File: src/rtl/alu_md_pkg.sv
// Shared types, constants and the flag encoder for the multiply/divide unit.
package alu_md_pkg;

    localparam int W = 16;

    localparam logic OP_MUL = 1'b0;
    localparam logic OP_DIV = 1'b1;

    localparam int FLG_Z = 0;
    localparam int FLG_N = 1;
    localparam int FLG_C = 2;
    localparam int FLG_V = 3;

    typedef enum logic [1:0] {
        ST_IDLE = 2'd0,
        ST_RUN  = 2'd1,
        ST_DONE = 2'd2
    } state_e;

    // Flag vector for a finished operation; hi/lo are the final result words.
    function automatic logic [3:0] calc_flags(input logic op, input logic dz,
                                              input logic [W-1:0] hi,
                                              input logic [W-1:0] lo);
        logic [3:0] f;
        f = '0;
        if (op == OP_MUL) begin
            f[FLG_Z] = ({hi, lo} == '0);
            f[FLG_N] = hi[W-1];
            f[FLG_C] = (hi != '0);
        end else begin
            f[FLG_Z] = (lo == '0);
            f[FLG_N] = lo[W-1];
            f[FLG_V] = dz;
        end
        return f;
    endfunction

endpackage

File: src/rtl/alu_md_if.sv
// Request/response bundle between the execute stage and the multiply/divide unit.
interface alu_md_if;
    import alu_md_pkg::*;

    logic         start;
    logic         op;
    logic [W-1:0] a;
    logic [W-1:0] b;
    logic         busy;
    logic         done;
    logic [W-1:0] res_lo;
    logic [W-1:0] res_hi;
    logic [3:0]   flags_out;
    logic         flags_en;

    modport master (output start, op, a, b,
                    input  busy, done, res_lo, res_hi, flags_out, flags_en);
    modport slave  (input  start, op, a, b,
                    output busy, done, res_lo, res_hi, flags_out, flags_en);
endinterface

File: src/rtl/md_iter_datapath.sv
// One-bit-per-cycle shift-add multiplier / restoring divider datapath.
// hi holds the upper accumulator (MUL) or the remainder (DIV); lo holds the
// multiplier (MUL) or the quotient (DIV) and shares the shift with hi.
module md_iter_datapath
    import alu_md_pkg::*;
(
    input  logic         clk,
    input  logic         rst_b,
    input  logic         load_i,
    input  logic         step_i,
    input  logic         op_i,
    input  logic         dz_i,
    input  logic [W-1:0] a_i,
    input  logic [W-1:0] b_i,
    output logic         op_o,
    output logic [W-1:0] hi_o,
    output logic [W-1:0] lo_o,
    output logic [W-1:0] hi_d_o,
    output logic [W-1:0] lo_d_o
);

    logic [W-1:0] hi_q, hi_d, lo_q, lo_d, opnd_q, opnd_d;
    logic         op_q, op_d;
    logic [W:0]   sum;
    logic [W:0]   rem_s;
    logic         ge;
    logic [W-1:0] diff;

    // Next-value logic: operand load, or one multiply/divide iteration.
    always_comb begin
        sum   = {1'b0, hi_q} + {1'b0, (lo_q[0] ? opnd_q : '0)};
        rem_s = {hi_q, lo_q[W-1]};
        ge    = (rem_s >= {1'b0, opnd_q});
        // When ge holds the difference is below the divisor, so W bits suffice.
        diff  = rem_s[W-1:0] - opnd_q;

        hi_d   = hi_q;
        lo_d   = lo_q;
        opnd_d = opnd_q;
        op_d   = op_q;

        if (load_i) begin
            op_d = op_i;
            if (dz_i) begin
                hi_d   = a_i;
                lo_d   = '1;
                opnd_d = '0;
            end else if (op_i == OP_MUL) begin
                hi_d   = '0;
                lo_d   = b_i;
                opnd_d = a_i;
            end else begin
                hi_d   = '0;
                lo_d   = a_i;
                opnd_d = b_i;
            end
        end else if (step_i) begin
            if (op_q == OP_MUL) begin
                hi_d = sum[W:1];
                lo_d = {sum[0], lo_q[W-1:1]};
            end else begin
                lo_d = {lo_q[W-2:0], ge};
                hi_d = ge ? diff : rem_s[W-1:0];
            end
        end
    end

    // Datapath registers.
    always_ff @(posedge clk or posedge rst_b) begin
        if (rst_b) begin
            hi_q   <= '0;
            lo_q   <= '0;
            opnd_q <= '0;
            op_q   <= OP_MUL;
        end else begin
            hi_q   <= hi_d;
            lo_q   <= lo_d;
            opnd_q <= opnd_d;
            op_q   <= op_d;
        end
    end

    assign op_o   = op_q;
    assign hi_o   = hi_q;
    assign lo_o   = lo_q;
    assign hi_d_o = hi_d;
    assign lo_d_o = lo_d;

endmodule

File: src/rtl/alu_md_unit.sv
// Sequential 16-bit unsigned multiply/divide unit feeding the FLAGS register.
//
// state   | meaning
// IDLE    | waiting for start; result words hold the last result
// RUN     | iterating one bit per cycle, counter counts down from W
// DONE    | one-cycle completion: done/flags_en high, flags_out valid
module alu_md_unit
    import alu_md_pkg::*;
(
    input  logic     clk,
    input  logic     rst_b,
    alu_md_if.slave  bus
);

    state_e       state_q, state_d;
    logic [4:0]   cnt_q, cnt_d;
    logic [3:0]   flags_q, flags_d;
    logic         load, step, dz_start, dp_op;
    logic [W-1:0] hi, lo, hi_nxt, lo_nxt;

    // Next-state, counter and datapath control.
    always_comb begin
        state_d  = state_q;
        cnt_d    = cnt_q;
        load     = 1'b0;
        step     = 1'b0;
        dz_start = 1'b0;
        case (state_q)
            ST_IDLE: begin
                if (bus.start) begin
                    load = 1'b1;
                    if (bus.op == OP_DIV && bus.b == '0) begin
                        dz_start = 1'b1;
                        state_d  = ST_DONE;
                    end else begin
                        cnt_d   = 5'(W);
                        state_d = ST_RUN;
                    end
                end
            end
            ST_RUN: begin
                step  = 1'b1;
                cnt_d = cnt_q - 5'd1;
                if (cnt_q == 5'd1)
                    state_d = ST_DONE;
            end
            ST_DONE: state_d = ST_IDLE;
            default: state_d = ST_IDLE;
        endcase
    end

    // Flags are computed from the result being written on the edge into DONE.
    always_comb begin
        flags_d = 4'b0000;
        if (state_d == ST_DONE)
            flags_d = calc_flags(dz_start ? OP_DIV : dp_op, dz_start, hi_nxt, lo_nxt);
    end

    // State, counter and flag registers.
    always_ff @(posedge clk or posedge rst_b) begin
        if (rst_b) begin
            state_q <= ST_IDLE;
            cnt_q   <= '0;
            flags_q <= '0;
        end else begin
            state_q <= state_d;
            cnt_q   <= cnt_d;
            flags_q <= flags_d;
        end
    end

    md_iter_datapath u_dp (
        .clk    (clk),
        .rst_b  (rst_b),
        .load_i (load),
        .step_i (step),
        .op_i   (bus.op),
        .dz_i   (dz_start),
        .a_i    (bus.a),
        .b_i    (bus.b),
        .op_o   (dp_op),
        .hi_o   (hi),
        .lo_o   (lo),
        .hi_d_o (hi_nxt),
        .lo_d_o (lo_nxt)
    );

    assign bus.busy      = (state_q == ST_RUN);
    assign bus.done      = (state_q == ST_DONE);
    assign bus.flags_en  = (state_q == ST_DONE);
    assign bus.flags_out = flags_q;
    assign bus.res_lo    = lo;
    assign bus.res_hi    = hi;

endmodule

File: src/flat_wrapper.sv
// flat-port wrapper written by rule: the top's interface ports become plain ports
module alu_md_unit_flat import alu_md_pkg::*;
  (clk, rst_b, bus_start, bus_op, bus_a, bus_b, bus_busy, bus_done, bus_res_lo, bus_res_hi, bus_flags_out, bus_flags_en);
  alu_md_if bus_i ();
  input  logic clk;
  input  logic rst_b;
  input wire logic [$bits(bus_i.start)-1:0] bus_start;
  input wire logic [$bits(bus_i.op)-1:0] bus_op;
  input wire logic [$bits(bus_i.a)-1:0] bus_a;
  input wire logic [$bits(bus_i.b)-1:0] bus_b;
  output wire logic [$bits(bus_i.busy)-1:0] bus_busy;
  output wire logic [$bits(bus_i.done)-1:0] bus_done;
  output wire logic [$bits(bus_i.res_lo)-1:0] bus_res_lo;
  output wire logic [$bits(bus_i.res_hi)-1:0] bus_res_hi;
  output wire logic [$bits(bus_i.flags_out)-1:0] bus_flags_out;
  output wire logic [$bits(bus_i.flags_en)-1:0] bus_flags_en;
  assign bus_i.start = bus_start;
  assign bus_i.op = bus_op;
  assign bus_i.a = bus_a;
  assign bus_i.b = bus_b;
  assign bus_busy = bus_i.busy;
  assign bus_done = bus_i.done;
  assign bus_res_lo = bus_i.res_lo;
  assign bus_res_hi = bus_i.res_hi;
  assign bus_flags_out = bus_i.flags_out;
  assign bus_flags_en = bus_i.flags_en;
  alu_md_unit u_core (.clk(clk), .rst_b(rst_b), .bus(bus_i));
endmodule
File: config.mk
export PLATFORM = sky130hd
export DESIGN_NAME = alu_md_unit_flat
export DESIGN_NICKNAME = d
export VERILOG_FILES = /design/src/rtl/alu_md_pkg.sv /design/src/rtl/alu_md_if.sv /design/src/rtl/md_iter_datapath.sv /design/src/rtl/alu_md_unit.sv /design/src/flat_wrapper.sv
export SDC_FILE = /design/constraint.sdc
export NUM_CORES = 1
export LEC_CHECK = 0
export BUFFER_PORTS_ARGS = -buffer_cell sky130_fd_sc_hd__buf_2
export CORE_MARGIN = 2
export CORE_UTILIZATION = 40
export CTS_CLUSTER_DIAMETER = 40
export DETAILED_ROUTE_END_ITERATION = 10
export GPL_ROUTABILITY_DRIVEN = 1
export HOLD_SLACK_MARGIN = 0.02
export PLACE_DENSITY = 0.73
export SLEW_MARGIN = 10
export SYNTH_ARGS = -nofsm -noshare
export SYNTH_HDL_FRONTEND = slang
export SYNTH_SLANG_ARGS = --single-unit
File: constraint.sdc
create_clock -name clk -period 3 [get_ports clk]
set_input_delay 0.6 -clock clk [delete_from_list [all_inputs] [get_ports clk]]
set_output_delay 0.6 -clock clk [all_outputs]
set_load 0.005 [all_outputs]
* Yosys cells after proc, flatten, opt, wreduce, memory -nomap -nowiden
Cells that the tools add are included.
Word-level totals: flip-flop bits (word level) 60, input bits 36, output and inout port bits 39, logic and storage cells 56
Cells by class: add/sub/neg operators 3, order comparisons 1, equality and inequality tests 6, mux-type cells 31, reduce and logical (&&, ||, !) cells 8
Operator list (count):
- $mux 16 | 13
- $logic_not 16->1 | 2
- $logic_not 32->1 | 1
- $add 16x16->17 | 1
- $ge 17x16->1 | 1
- $reduce_bool 16->1 | 1
- $sub 16x16->16 | 1
- $mux 5 | 2
- $pmux 5 s2 | 1
- $mux 1 | 9
- $mux 2 | 4
- $eq 5x1->1 const B | 1
- $sub 5x1->5 const B | 1
- $eq 2x2->1 const B | 2
- $mux 4 | 1
- $ne 2x2->1 const B | 2
- $pmux 2 s2 | 1
- $reduce_and 3->1 | 1
- $eq 2x1->1 const B | 1
- $logic_not 2->1 | 1
- $reduce_bool 2->1 | 1
- $logic_and 1x1->1 | 1

* Logic depth before layout (Yosys ltp)
Gate-level depths: netlist of the first run.
word-level depth 10, depth in mapped cells 15, mapped depth without buffers 14

* Cells and area by module
Synthesis of the first run repeated with hierarchy kept, for this count alone.
Second synthesis, totals: cell total of the unflattened synthesis 595, area total of the unflattened synthesis 5170.0 um2
By module, submodules not included:
- md_iter_datapath | instances 1, cells an instance 515, area each 4441.8 um2, seq. area each 1226.2 um2
- alu_md_unit | instances 1, cells an instance 80, area each 728.2 um2, seq. area each 275.3 um2

* Least setup slack after synthesis of the first run
No wires, ideal clock.
path kind register to register, from register u_core.u_dp.lo_q[15], in the netlist u_core.u_dp.lo_o[15], to register u_core.flags_q[0], in the netlist u_core.bus.flags_out[0], setup time 0.124 ns, arrival 3.009 ns, data required time 2.876 ns, setup slack -0.133 ns, cell stages (with the launch flop) 15, path buffers 0, clock period less this slack 3.133 ns, cells stage by stage dfrtp_1 -> inv_1 -> ha_1 -> inv_1 -> fa_1 -> a211o_1 -> a211oi_1 -> o31ai_1 -> a221oi_1 -> xnor2_1 -> nand2_1 -> and4_1 -> and4_1 -> and4b_1 -> o31a_1
On the way: word-level cells in the longest chain between the ends 8, elaborated cells on any way between the ends 13, those cells by class add/sub (1); order compare (1); mux (9); reduce/logical (2)
RTL lines:
- start, declared | RTL line md_iter_datapath.sv:22 | logic [W-1:0] hi_q, hi_d, lo_q, lo_d, opnd_q, opnd_d;
- start signal, assigned | RTL line md_iter_datapath.sv:77 | lo_q <= lo_d;
- $sub 16x16->16 / $ge 17x16->1 (equally long branches) | RTL line md_iter_datapath.sv:35, md_iter_datapath.sv:33
- $mux 16 | RTL line md_iter_datapath.sv:63 | hi_d = ge ? diff : rem_s[W-1:0];
- $mux 16 | RTL line md_iter_datapath.sv:58 | if (op_q == OP_MUL) begin
- $mux 16 | RTL line md_iter_datapath.sv:57 | end else if (step_i) begin
- $mux 16 | RTL line md_iter_datapath.sv:42 | if (load_i) begin
- $logic_not 32->1 | RTL line alu_md_pkg.sv:27 | f[FLG_Z] = ({hi, lo} == '0);
- $mux 2 (*) | RTL line alu_md_pkg.sv:26 | if (op == OP_MUL) begin
- $mux 4 (*) | RTL line alu_md_unit.sv:55 | if (state_d == ST_DONE)
- net u_core.flags_d[0] | RTL line alu_md_unit.sv:17 | logic [3:0] flags_q, flags_d;
- end signal, assigned | RTL line alu_md_unit.sv:68 | flags_q <= flags_d;
- end, declared | RTL line alu_md_unit.sv:17
The timed path passes the listed nets; every way through them passes the cells marked *. A chain may end at the register's enable or synchronous reset.

* Worst setup path in the final report of the first run
from register u_core.u_dp.opnd_q[12], to register u_core.flags_q[2], in the netlist u_core.bus.flags_out[2]
On the way: word-level cells in the longest chain between the ends 8, elaborated cells on any way between the ends 11, those cells by class add/sub (2); order compare (1); mux (7); reduce/logical (1)
RTL lines:
- start, declared | RTL line md_iter_datapath.sv:22
- start signal, assigned | RTL line md_iter_datapath.sv:78 | opnd_q <= opnd_d;
- $mux 16, or another cell as far along | RTL line md_iter_datapath.sv:31 | sum = {1'b0, hi_q} + {1'b0, (lo_q[0] ? opnd_q : '0)};
- $add 16x16->17 / $mux 16 (equally long branches) | RTL line md_iter_datapath.sv:31, md_iter_datapath.sv:63
- $mux 16 (*) | RTL line md_iter_datapath.sv:58
- $mux 16 (*) | RTL line md_iter_datapath.sv:57
- $mux 16 (*) | RTL line md_iter_datapath.sv:42
- $reduce_bool 16->1 (*) | RTL line alu_md_pkg.sv:29 | f[FLG_C] = (hi != '0);
- $mux 1 (*) | RTL line alu_md_pkg.sv:26
- $mux 4 (*) | RTL line alu_md_unit.sv:55
- net u_core.flags_d[2] | RTL line alu_md_unit.sv:17
Marks and branches as above.

==> results of run 1 <==
==> report_power, final <==
part | total, µW | internal (µW) | switching, µW
clock | 1040 | 639 | 397
sequential | 1600 | 1200 | 394
combinational | 8920 | 4420 | 4510
total | 11600 | 6260 | 5300
==> final timing paths <==
check	start	slack, ps	cells after the start	end
setup reg to reg	u_core.u_dp.opnd_q[12]	-320	13	u_core.bus.flags_out[2]
hold reg to reg	u_core.cnt_q[4]	500	1	u_core.cnt_q[4]
hold / removal	rst_b	320	3	u_core.u_dp.lo_o[3]
max in group asynchronous	rst_b	2390	3	u_core.u_dp.lo_o[0]
setup / recovery	u_core.u_dp.opnd_q[12]	-320	13	u_core.bus.flags_out[2]
min in group clk	u_core.cnt_q[4]	500	1	u_core.cnt_q[4]
==> per-stage QoR <==
| stage | hold slack (ps) | setup TNS [ps] | total power, µW | instances |
|---|---|---|---|---|
| 5_1_grt | 348.3 | -781.7 | 12240 | 1013 |
| 4_1_cts | 342.4 | -349.4 | 10860 | 1005 |
| 6_report | 324.9 | -633.5 | 11560 | 1013 |
| 3_5_place_dp | 496.8 | -873.4 | 9216 | 978 |
| 3_3_place_gp | 481.5 | -662.0 | 8979 | 978 |
| 2_1_floorplan | 458.3 | -14.18 | 5865 | 618 |
==> layout by cell type (no fill, tap or decap), types with 4 or more instances in the layout <==
master and n:
nor2_1 37, nor3_1 7, buf_2 74, dfrtp_1 58, ha_1 20, a21oi_2 7
o221ai_1 4, o211ai_1 5, clkinv_2 4, a21oi_1 38, a211oi_1 4, and3_1 4
a211oi_2 4, and4_1 4, o21a_1 7, inv_2 7, a21o_1 11, a31oi_1 9
and2_1 17, ha_4 12, inv_1 28, buf_4 163, xor2_1 6, o21ai_1 7
clkbuf_16 9, a211o_1 4, mux2_2 13, o21ai_0 38, nand2b_1 7, nand3_1 18
xnor2_1 14, nand2_1 53, nor4_1 9, mux2i_1 36, o22ai_1 14, a22oi_1 7
==> critical path, stage by stage, from the launching register on <==
cell and delay, ps:
dfrtp_1 390, inv_1 70, ha_2 320, a21oi_1 230, o21a_1 230, o211ai_4 120, buf_4 160, or3_4 380
nand3_2 100, o21ai_0 110, a21oi_2 170, or4b_4 490, and4b_2 360, nor4_1 70
==> flip-flops by register name, indices dropped and copies added, names as in the netlist <==
register,flops
u_core.u_dp.opnd_q,16
u_core.u_dp.lo_o,16
u_core.u_dp.hi_o,16
u_core.bus.flags_out,4
u_core.u_dp.op_o,1
u_core.state_q,2
u_core.cnt_q,5
==> layer usage <==
layer / part of all wire (%) / wire length, µm
met1: 42 / 8291
met2: 48 / 9545
met3: 7.6 / 1520
met4: 3.1 / 619
met5: 0 / 0
==> logic make-up (layout without fill, tap and decap cells) <==
logic type               Yosys count  after routing  share of synthesized area, %
AO/OA/AOI/OAI                    196            196                         25.20
AND/OR/NAND/NOR                  189            189                         18.73
buffers and inverters             68            291                         5.342
flip-flops                        60             60                         28.75
multiplexers                      49             49                         9.703
adder cells (fa/ha/maj)           36             36                         8.912
XOR/XNOR                          20             20                         3.354
==> repair_timing <==
item	4_1_cts	5_1_grt
setup buffers	11	8
gates resized for setup	42	25
endpoints found under the setup margin	3	2
pin swaps	19	22
cloned	0	0
hold buffers	0	0
==> layout make-up <==
type                            instances  area (µm²)  area share [%]
Clock buffer                            9       225.2           2.988
Clock inverter                          7       67.56          0.8963
Inverter                               36       135.1           1.793
Multi-Input combinational cell        490        3766           49.96
Sequential cell                        60        1504           19.95
Tap cell                              172       215.2           2.855
Timing Repair Buffer                  239        1625           21.56
==> results by group, run 1 <==
Placed design
  – Hpwl dp: 15060 µm
  – Placed cell areas: 6799 µm²
  – Pre-CTS WS: -438.1 ps
  – Buffers on Ports: 74
  – Final Wtd Congestion: 1.064

Detailed routing
  – Via Count: 6036
  – Via density: 5.959
  – Wirelength per Cell: 19.72 µm
  – Detailed Route Iter0 Violations: 613
  – Post-route antenna net violation count: 0
  – Drc violations: 0
  – WL final: 19980 µm
  – Pre-antenna DRT Iters: 5

Logic synthesis
  – Cells after Synth: 618
  – Avg Inst Size Synth: 8.451 µm²
  – Synth top area share: 28.75%
  – Syn. warnings: 0
  – Dominant cell type by area after synthesis: dfrtp_1
  – Async set-reset flop share out of synthesis: 100.0%
  – Post-Syn Area: 5223 µm²
  – Post-synthesis sequential area ratio: 28.75%
  – Count of state elements after synthesis: 60
  – Synth cell types: 76
  – Most frequent cell after synthesis: dfrtp_1
  – EDFF count, synth: 0
  – Synth Net Count: 690
  – Most area-consuming cells after synthesis: dfrtp_1 29%, ha_1 8.1%, mux2i_1 6.9%
  – Commonest cells post-synth: 60 x dfrtp_1, 54 x nand2_1, 45 x a21oi_1
  – Most common flop cell mapped by yosys: dfrtp_1

Clock tree
  – Max Root-Sink Buffers: 2
  – Htree depth: 3
  – CTS tree: done
  – Worst-path clk slew: 60 ps
  – Clk root buf: clkbuf_16
  – CTS Sinks: 60
  – CTS Buf Count: 9
  – Clock Latency Late Sink: 330 ps

Global routing
  – Vias in the first global route: 6049
  – Largest net degree at the start of global routing: 61
  – Gr usage total: 27.81%
  – Busiest grt layer: met2
  – Total gr overflow: 0
  – GR Util met2: 47.47%
  – First-pass GRT wire length: 31220 µm
  – Initial antenna violation count: 0
  – Met3 Use GR: 3.764%
  – M1 GR Usage: 35.71%

STA
  – RSZ-0062 raised after global routing: yes
  – Slew HR: 64.68%
  – Final worst path period share: 110.6%
  – Clock Skews: 8.103 ps
  – Worst-Margin Slew: 529.8 ps
  – Final Worst Setup Slack: -316.9 ps
  – Fin crit period: 3317 ps
  – F_max: 301.5 MHz
  – Final Setup Violations: 2
  – Slew Limit Fails: 0
  – Fin. Hold Viols: 0

Setup path
  – Critical path type: flop to flop
  – Arrival time worst endpoint: 3520 ps
  – Worst Path Required: 3200 ps
  – Critical path capture point type: flop
  – Worst Path Max Fanout: 7
  – Startpoint Class: flop

Pwr
  – P per Cell Area: 1533 nW/µm²
  – Peak VDD IR: 0.5585 mV
  – Static leakage: 0.003595 µW

Floorplanning
  – Die H: 118.3 µm
  – Starting Density: 41.22%
  – Rows: 41
  – Io pins: 75
  – Core area: 12670 µm²
  – Die area: 13990 µm²
  – Die width: 118.3 µm

Cells and area
  – Syn-to-layout area delta: 44.35%
  – Post-route cell area: 7538 µm²
  – Nets: 908
  – Final core utilization: 59.49%
  – Layout cells sized above 1: 39.83%
  – Fill cell count: 1072
  – # diodes: 0

Outcome
  – Run status: finished with violations
  – Failing checks: negative setup slack

Worst hold path
  – HP Class: input pin to asynchronous set/reset pin

Job
  – Max-Cap Viols: 0
Power figures use the tool's default switching activity.
==> run 2, diff against run 1 <==
--- a/config.mk
+++ b/config.mk
@@ -7,12 +7,12 @@
 export LEC_CHECK = 0
 export BUFFER_PORTS_ARGS = -buffer_cell sky130_fd_sc_hd__buf_2
 export CORE_MARGIN = 2
-export CORE_UTILIZATION = 40
+export CORE_UTILIZATION = 30
 export CTS_CLUSTER_DIAMETER = 40
 export DETAILED_ROUTE_END_ITERATION = 10
 export GPL_ROUTABILITY_DRIVEN = 1
 export HOLD_SLACK_MARGIN = 0.02
-export PLACE_DENSITY = 0.73
+export PLACE_DENSITY = 0.61
 export SLEW_MARGIN = 10
 export SYNTH_ARGS = -nofsm -noshare
 export SYNTH_HDL_FRONTEND = slang
==> run 2 against run 1 <==
Net effect:
- the flow still finishes with violations (negative setup slack)
- utilization fell by 15 points
- combinational power fell by 2.4%
- register-to-register slack improved by 50 ps
- die area rose by 32%
- cell area rose by 0.76%
- first-iteration DRC count fell by 45%
- global-route usage fell by 6.5 points
- total power fell by 1.3%
- clock power rose by 13%
- sequential share of layout area fell by 0.17 points
- sequential power fell by 5%
- largest power group unchanged
==> results by group, run 2 (synthesized netlist as in run 1, its figures left out) <==
Detailed routing
  – Via density: 5.397
  – Drc violations: 0
  – Pre-antenna DRT Iters: 5
  – WL final: 19540 µm
  – Via Count: 5796
  – Post-route antenna net violation count: 0
  – Wirelength per Cell: 18.19 µm
  – Detailed Route Iter0 Violations: 338

Setup path
  – Delay-heaviest family, CP: compound AO/OA/AOI/OAI gates
  – Critical path type: flop to flop
  – Crit-path slowest cell: dfrtp_1
  – Worst Path Max Fanout: 7
  – Crit-path cells: buf_4 -> and2_1 -> ha_4 -> buf_4 -> a2111oi_4 -> buf_4 -> a211oi_2 -> buf_4 -> nor3_1 -> o21ai_1 -> a21oi_1 -> o211a_1 -> and4_1 -> and4b_2 -> o31a_1
  – Most used cell, CP: buf_4
  – Crit path buffers/inverters: 4
  – Critical path capture point type: flop
  – Startpoint Class: flop
  – Max stage delay on crit path: 410 ps
  – Arrival time worst endpoint: 3540 ps
  – Worst Path Required: 3270 ps

Cells and area
  – Syn-to-layout area delta: 45.45%
  – Commonest non-fill, non-tap cells in the layout: 171 x buf_4, 74 x buf_2, 59 x dfrtp_1, 54 x nand2_1, 42 x o21ai_0
  – Layout cells sized above 1: 38.63%
  – Final core utilization: 44.22%
  – Post-route cell area: 7596 µm²
  – Most common cell after layout, fill and taps aside: buf_4
  – Fill cell count: 1714
  – Nets: 916
  – # diodes: 0

Floorplanning
  – Io pins: 75
  – Die width: 135.9 µm
  – Die area: 18480 µm²
  – Rows: 48
  – Die H: 135.9 µm
  – Starting Density: 30.41%
  – Core area: 17180 µm²

STA
  – Slew Limit Fails: 0
  – F_max: 305.8 MHz
  – Clock Skews: 9.103 ps
  – Worst-Margin Slew: 640.0 ps
  – Fin. Hold Viols: 0
  – Final worst path period share: 109.0%
  – RSZ-0062 raised after global routing: yes
  – Final Setup Violations: 2
  – Fin crit period: 3270 ps
  – Final Worst Setup Slack: -270.1 ps
  – Slew HR: 57.13%

Global routing
  – Vias in the first global route: 5646
  – Gr usage total: 21.33%
  – Total gr overflow: 0
  – Largest net degree at the start of global routing: 35
  – First-pass GRT wire length: 30420 µm
  – Initial antenna violation count: 0

Worst hold path
  – HP Class: input pin to asynchronous set/reset pin

Placed design
  – Placed cell areas: 6940 µm²
  – Hpwl dp: 15230 µm
  – Buffers on Ports: 74
  – Final Wtd Congestion: 0.9486

Clock tree
  – Clk root buf: clkbuf_16
  – Htree depth: 3
  – Clock Latency Late Sink: 340 ps
  – Hold_buf cts: 0
  – CTS Sinks: 60
  – CTS Buf Count: 9
  – Worst-path clk slew: 60 ps
  – Max Root-Sink Buffers: 2
  – CTS tree: done

Pwr
  – Peak VDD IR: 0.6746 mV
  – P per Cell Area: 1502 nW/µm²
  – Static leakage: 0.003630 µW

Outcome
  – Run status: finished with violations
  – Failing checks: negative setup slack

Job
  – Max-Cap Viols: 0
-- run 2: changes by cell type in the layout (fill, tap and decap cells not counted), sizes merged --
cell,previous run,this run
clkinv,7,2
clkbuf,9,11
bufinv,1,2
buf,239,247
clkinvlp,0,2
-- run 2: stage by stage --
step | cells | worst slack, ps | hold slack (ps) | TNS, ps | total power, µW
global route | 1074 | -371.1 | 402.3 | -770.0 | 12190
detailed placement | 1041 | -373.7 | 487.4 | -710.4 | 9347
CTS | 1069 | -284.1 | 372.4 | -561.3 | 10900
floorplan | 618 | -14.18 | 458.3 | -14.18 | 5865
finish | 1074 | -270.1 | 345.1 | -533.8 | 11410
global placement | 1041 | -333.4 | 488.9 | -653.0 | 9331
-- run 2: what timing repair did --
action / CTS / global route
buffers inserted: 12 / 5
pin swaps: 2 / 14
endpoints found under the setup margin: 2 / 4
resized for setup: 13 / 27
-- run 2: power breakdown --
part,switching [µW],internal [µW]
Combinational,4370,4340
Sequential,321,1200
Clock,398,774
-- run 2: layout make-up --
type,count,area (µm²),share of cell area (%)
multi-input combinational,490,3655,48.11
inverter,36,135.1,1.779
sequential,60,1503,19.78
tap,225,281.5,3.706
clock inverter,5,83.83,1.104
timing repair buffer,247,1685,22.19
clock buffer,11,252.7,3.327
-- run 2: worst paths after layout --
check / start / end / slack (ps) / depth (start not counted)
worst min-delay path: rst_b / u_core.u_dp.lo_o[5] / 350 / 2
max in group asynchronous: rst_b / u_core.u_dp.hi_o[10] / 2030 / 3
min in group clk: u_core.cnt_q[3] / u_core.cnt_q[3] / 500 / 1
worst max register to register: u_core.u_dp.lo_o[0] / u_core.bus.flags_out[0] / -270 / 15
worst min register to register: u_core.cnt_q[3] / u_core.cnt_q[3] / 500 / 1
worst max-delay path: u_core.u_dp.lo_o[0] / u_core.bus.flags_out[0] / -270 / 15
-- run 2: metal layers --
layer,GRT usage [%],routed length [µm],vias up
met2,35.33,9179,222
li1,-,-,2753
met3,1.976,990,30
met1,29.08,8924,2791
met5,0,0,-
met4,7.407,444,0
==> run 3, diff against run 2 <==
--- a/config.mk
+++ b/config.mk
@@ -11,6 +11,7 @@
 export CTS_CLUSTER_DIAMETER = 40
 export DETAILED_ROUTE_END_ITERATION = 10
 export GPL_ROUTABILITY_DRIVEN = 1
+export GPL_TIMING_DRIVEN = 0
 export HOLD_SLACK_MARGIN = 0.02
 export PLACE_DENSITY = 0.61
 export SLEW_MARGIN = 10
==> run 3 against run 2 <==
Net effect:
- the flow still finishes with violations (negative setup slack)
- largest power group unchanged
- first-iteration DRC count is 33% higher
- highest routed layer unchanged
- critical path type unchanged
- final cell count is 10% lower
- critical path depth down 3
- total power decreased by 12%
- register-to-register slack got worse by 90 ps
==> results by group, run 3 (synthesized netlist as in run 1, its figures left out) <==
Outcome
  – Run status: finished with violations
  – Failing checks: negative setup slack

Setup path
  – Startpoint Class: flop
  – Reg2reg start: u_core.u_dp.hi_o[7]
  – Worst flop-to-flop path endpoint: u_core.bus.flags_out[0]
  – Worst Path Required: 3270 ps
  – Max stage delay on crit path: 510 ps
  – Critical path capture point type: flop
  – Reg2Reg Depth: 12
  – Worst Path Max Fanout: 8
  – Worst setup path start: u_core.u_dp.hi_o[7]
  – Critical path type: flop to flop
  – Worst setup endpoint: u_core.bus.flags_out[0]
  – Crit-path cells: ha_1 -> buf_6 -> a21oi_1 -> o21ai_1 -> and2b_2 -> o31ai_4 -> buf_6 -> o21ai_1 -> a221o_1 -> or4b_1 -> and4b_2 -> o31a_1
  – Arrival time worst endpoint: 3630 ps
  – Crit-path slowest cell: or4b_1
  – Flop2flop setup slack: -360 ps

STA
  – Worst-Margin Slew: 777.1 ps
  – Fin. Hold Viols: 0
  – Clock Skews: 8.579 ps
  – F_max: 297.5 MHz
  – Final Setup Violations: 2
  – Slew HR: 48.19%
  – Final Worst Setup Slack: -361.1 ps
  – RSZ-0062 raised after global routing: yes
  – Final worst path period share: 112.0%
  – Slew Limit Fails: 0
  – Fin crit period: 3361 ps

Detailed routing
  – Detailed Route Iter0 Violations: 450
  – WL final: 18990 µm
  – Via Count: 5370
  – Drc violations: 0
  – Via density: 5.576
  – Post-route antenna net violation count: 0
  – Pre-antenna DRT Iters: 7
  – Wirelength per Cell: 19.72 µm

Pwr
  – P per Cell Area: 1481 nW/µm²
  – Peak VDD IR: 0.6039 mV
  – Static leakage: 0.003016 µW

Job
  – Max-Cap Viols: 0

Clock tree
  – Hold_buf cts: 0
  – Clk root buf: clkbuf_16
  – CTS Buf Count: 9
  – Htree depth: 3
  – Clock Latency Late Sink: 330 ps
  – Max Root-Sink Buffers: 2
  – CTS tree: done
  – Worst-path clk slew: 50 ps
  – CTS Sinks: 60

Floorplanning
  – Rows: 48
  – Die H: 135.9 µm
  – Die area: 18480 µm²
  – Io pins: 75
  – Core area: 17180 µm²
  – Starting Density: 30.41%
  – Die width: 135.9 µm

Cells and area
  – Fin cells: 963
  – Layout cells sized above 1: 30.76%
  – # diodes: 0
  – Commonest non-fill, non-tap cells in the layout: 78 x buf_2, 54 x nand2_1, 47 x dfrtp_1, 40 x o21ai_0, 36 x mux2i_1
  – Final core utilization: 39.59%
  – Fill cell count: 1806
  – Most common cell after layout, fill and taps aside: buf_2
  – Syn-to-layout area delta: 30.21%
  – Nets: 805
  – Post-route cell area: 6800 µm²

Global routing
  – Vias in the first global route: 5264
  – First-pass GRT wire length: 29040 µm
  – Largest net degree at the start of global routing: 61
  – Total gr overflow: 0
  – Gr usage total: 20.47%
  – Initial antenna violation count: 0

Placed design
  – Hpwl dp: 14330 µm
  – Final Wtd Congestion: 0.9087
  – Placed cell areas: 5903 µm²
  – Buffers on Ports: 73
  – Placed Cells: 916

Worst hold path
  – HP Class: input pin to asynchronous set/reset pin
==> run 3: changes by cell type in the layout (fill, tap and decap cells not counted), moves of 5 or more <==
cell	change
clkbuf_1	+16
buf_4	-136
dfrtp_2	+12
dfrtp_1	-12
ha_2	+5
ha_1	-9
==> run 3: worst min-delay path by stage <==
| stage | start | endpoint | slack (ps) | depth (start not counted) |
|---|---|---|---|---|
| 2_1_floorplan | u_core.cnt_q[3] | u_core.cnt_q[3] | 460 | 1 |
| 3_3_place_gp | u_core.cnt_q[3] | u_core.cnt_q[3] | 490 | 1 |
| 3_5_place_dp | u_core.cnt_q[3] | u_core.cnt_q[3] | 490 | 1 |
| 4_1_cts | rst_b | u_core.u_dp.opnd_q[4] | 430 | 2 |
| 5_1_grt | rst_b | u_core.u_dp.opnd_q[4] | 480 | 2 |
| 6_report | rst_b | u_core.u_dp.lo_o[5] | 390 | 2 |
==> run 3: power by group <==
part / leakage (µW) / switching [µW] / total (µW) / internal [µW]
Clock: 0.000149 / 343 / 1010 / 671
Sequential: 0.000718 / 519 / 1740 / 1220
Combinational: 0.00215 / 4100 / 7320 / 3230
==> run 3: metrics by stage <==
stage	hold WS [ps]	power [µW]	setup TNS, ps	worst slack, ps
6_report	386.4	10070	-713.6	-361.1
3_5_place_dp	487.9	7652	-1401	-702.3
4_1_cts	431.1	9107	-735.6	-368.3
3_3_place_gp	486.9	7628	-1432	-721.9
2_1_floorplan	458.3	5865	-14.18	-14.18
5_1_grt	477.6	10800	-937.0	-478.0
==> run 3: cell type report <==
cell class | count | area [µm²] | share of cell area (%)
multi-input combinational | 490 | 3780 | 55.58
sequential | 60 | 1518 | 22.32
tap | 225 | 281.5 | 4.140
inverter | 36 | 143.9 | 2.116
timing repair buffer | 105 | 603.1 | 8.868
clock buffer | 16 | 301.5 | 4.434
buffer | 31 | 172.7 | 2.539
==> run 3: routing by layer <==
metal / up-vias / GRT usage, % / share of wire [%]
met3: 31 / 2.349 / 7.3
met1: 2592 / 27.14 / 43
met5: - / 0 / 0
met4: 0 / 8.681 / 2.9
met2: 224 / 33.78 / 47
li1: 2523 / - / -
==> run 3: timing repair <==
item	CTS	global route
cloned	0	1
pin swaps	8	19
endpoints found under the setup margin	3	2
resized for setup	30	65
setup buffers	8	23
==> run 3: worst max-delay path: cells and delay by family, from the launching register on <==
family | cells | cell delay [ps]
AOI/OAI and AO/OA | 6 | 1110
and+or+nand+nor | 3 | 1090
DFF | 1 | 440
buffers and inverters | 2 | 330
adders and majority gates | 1 | 310
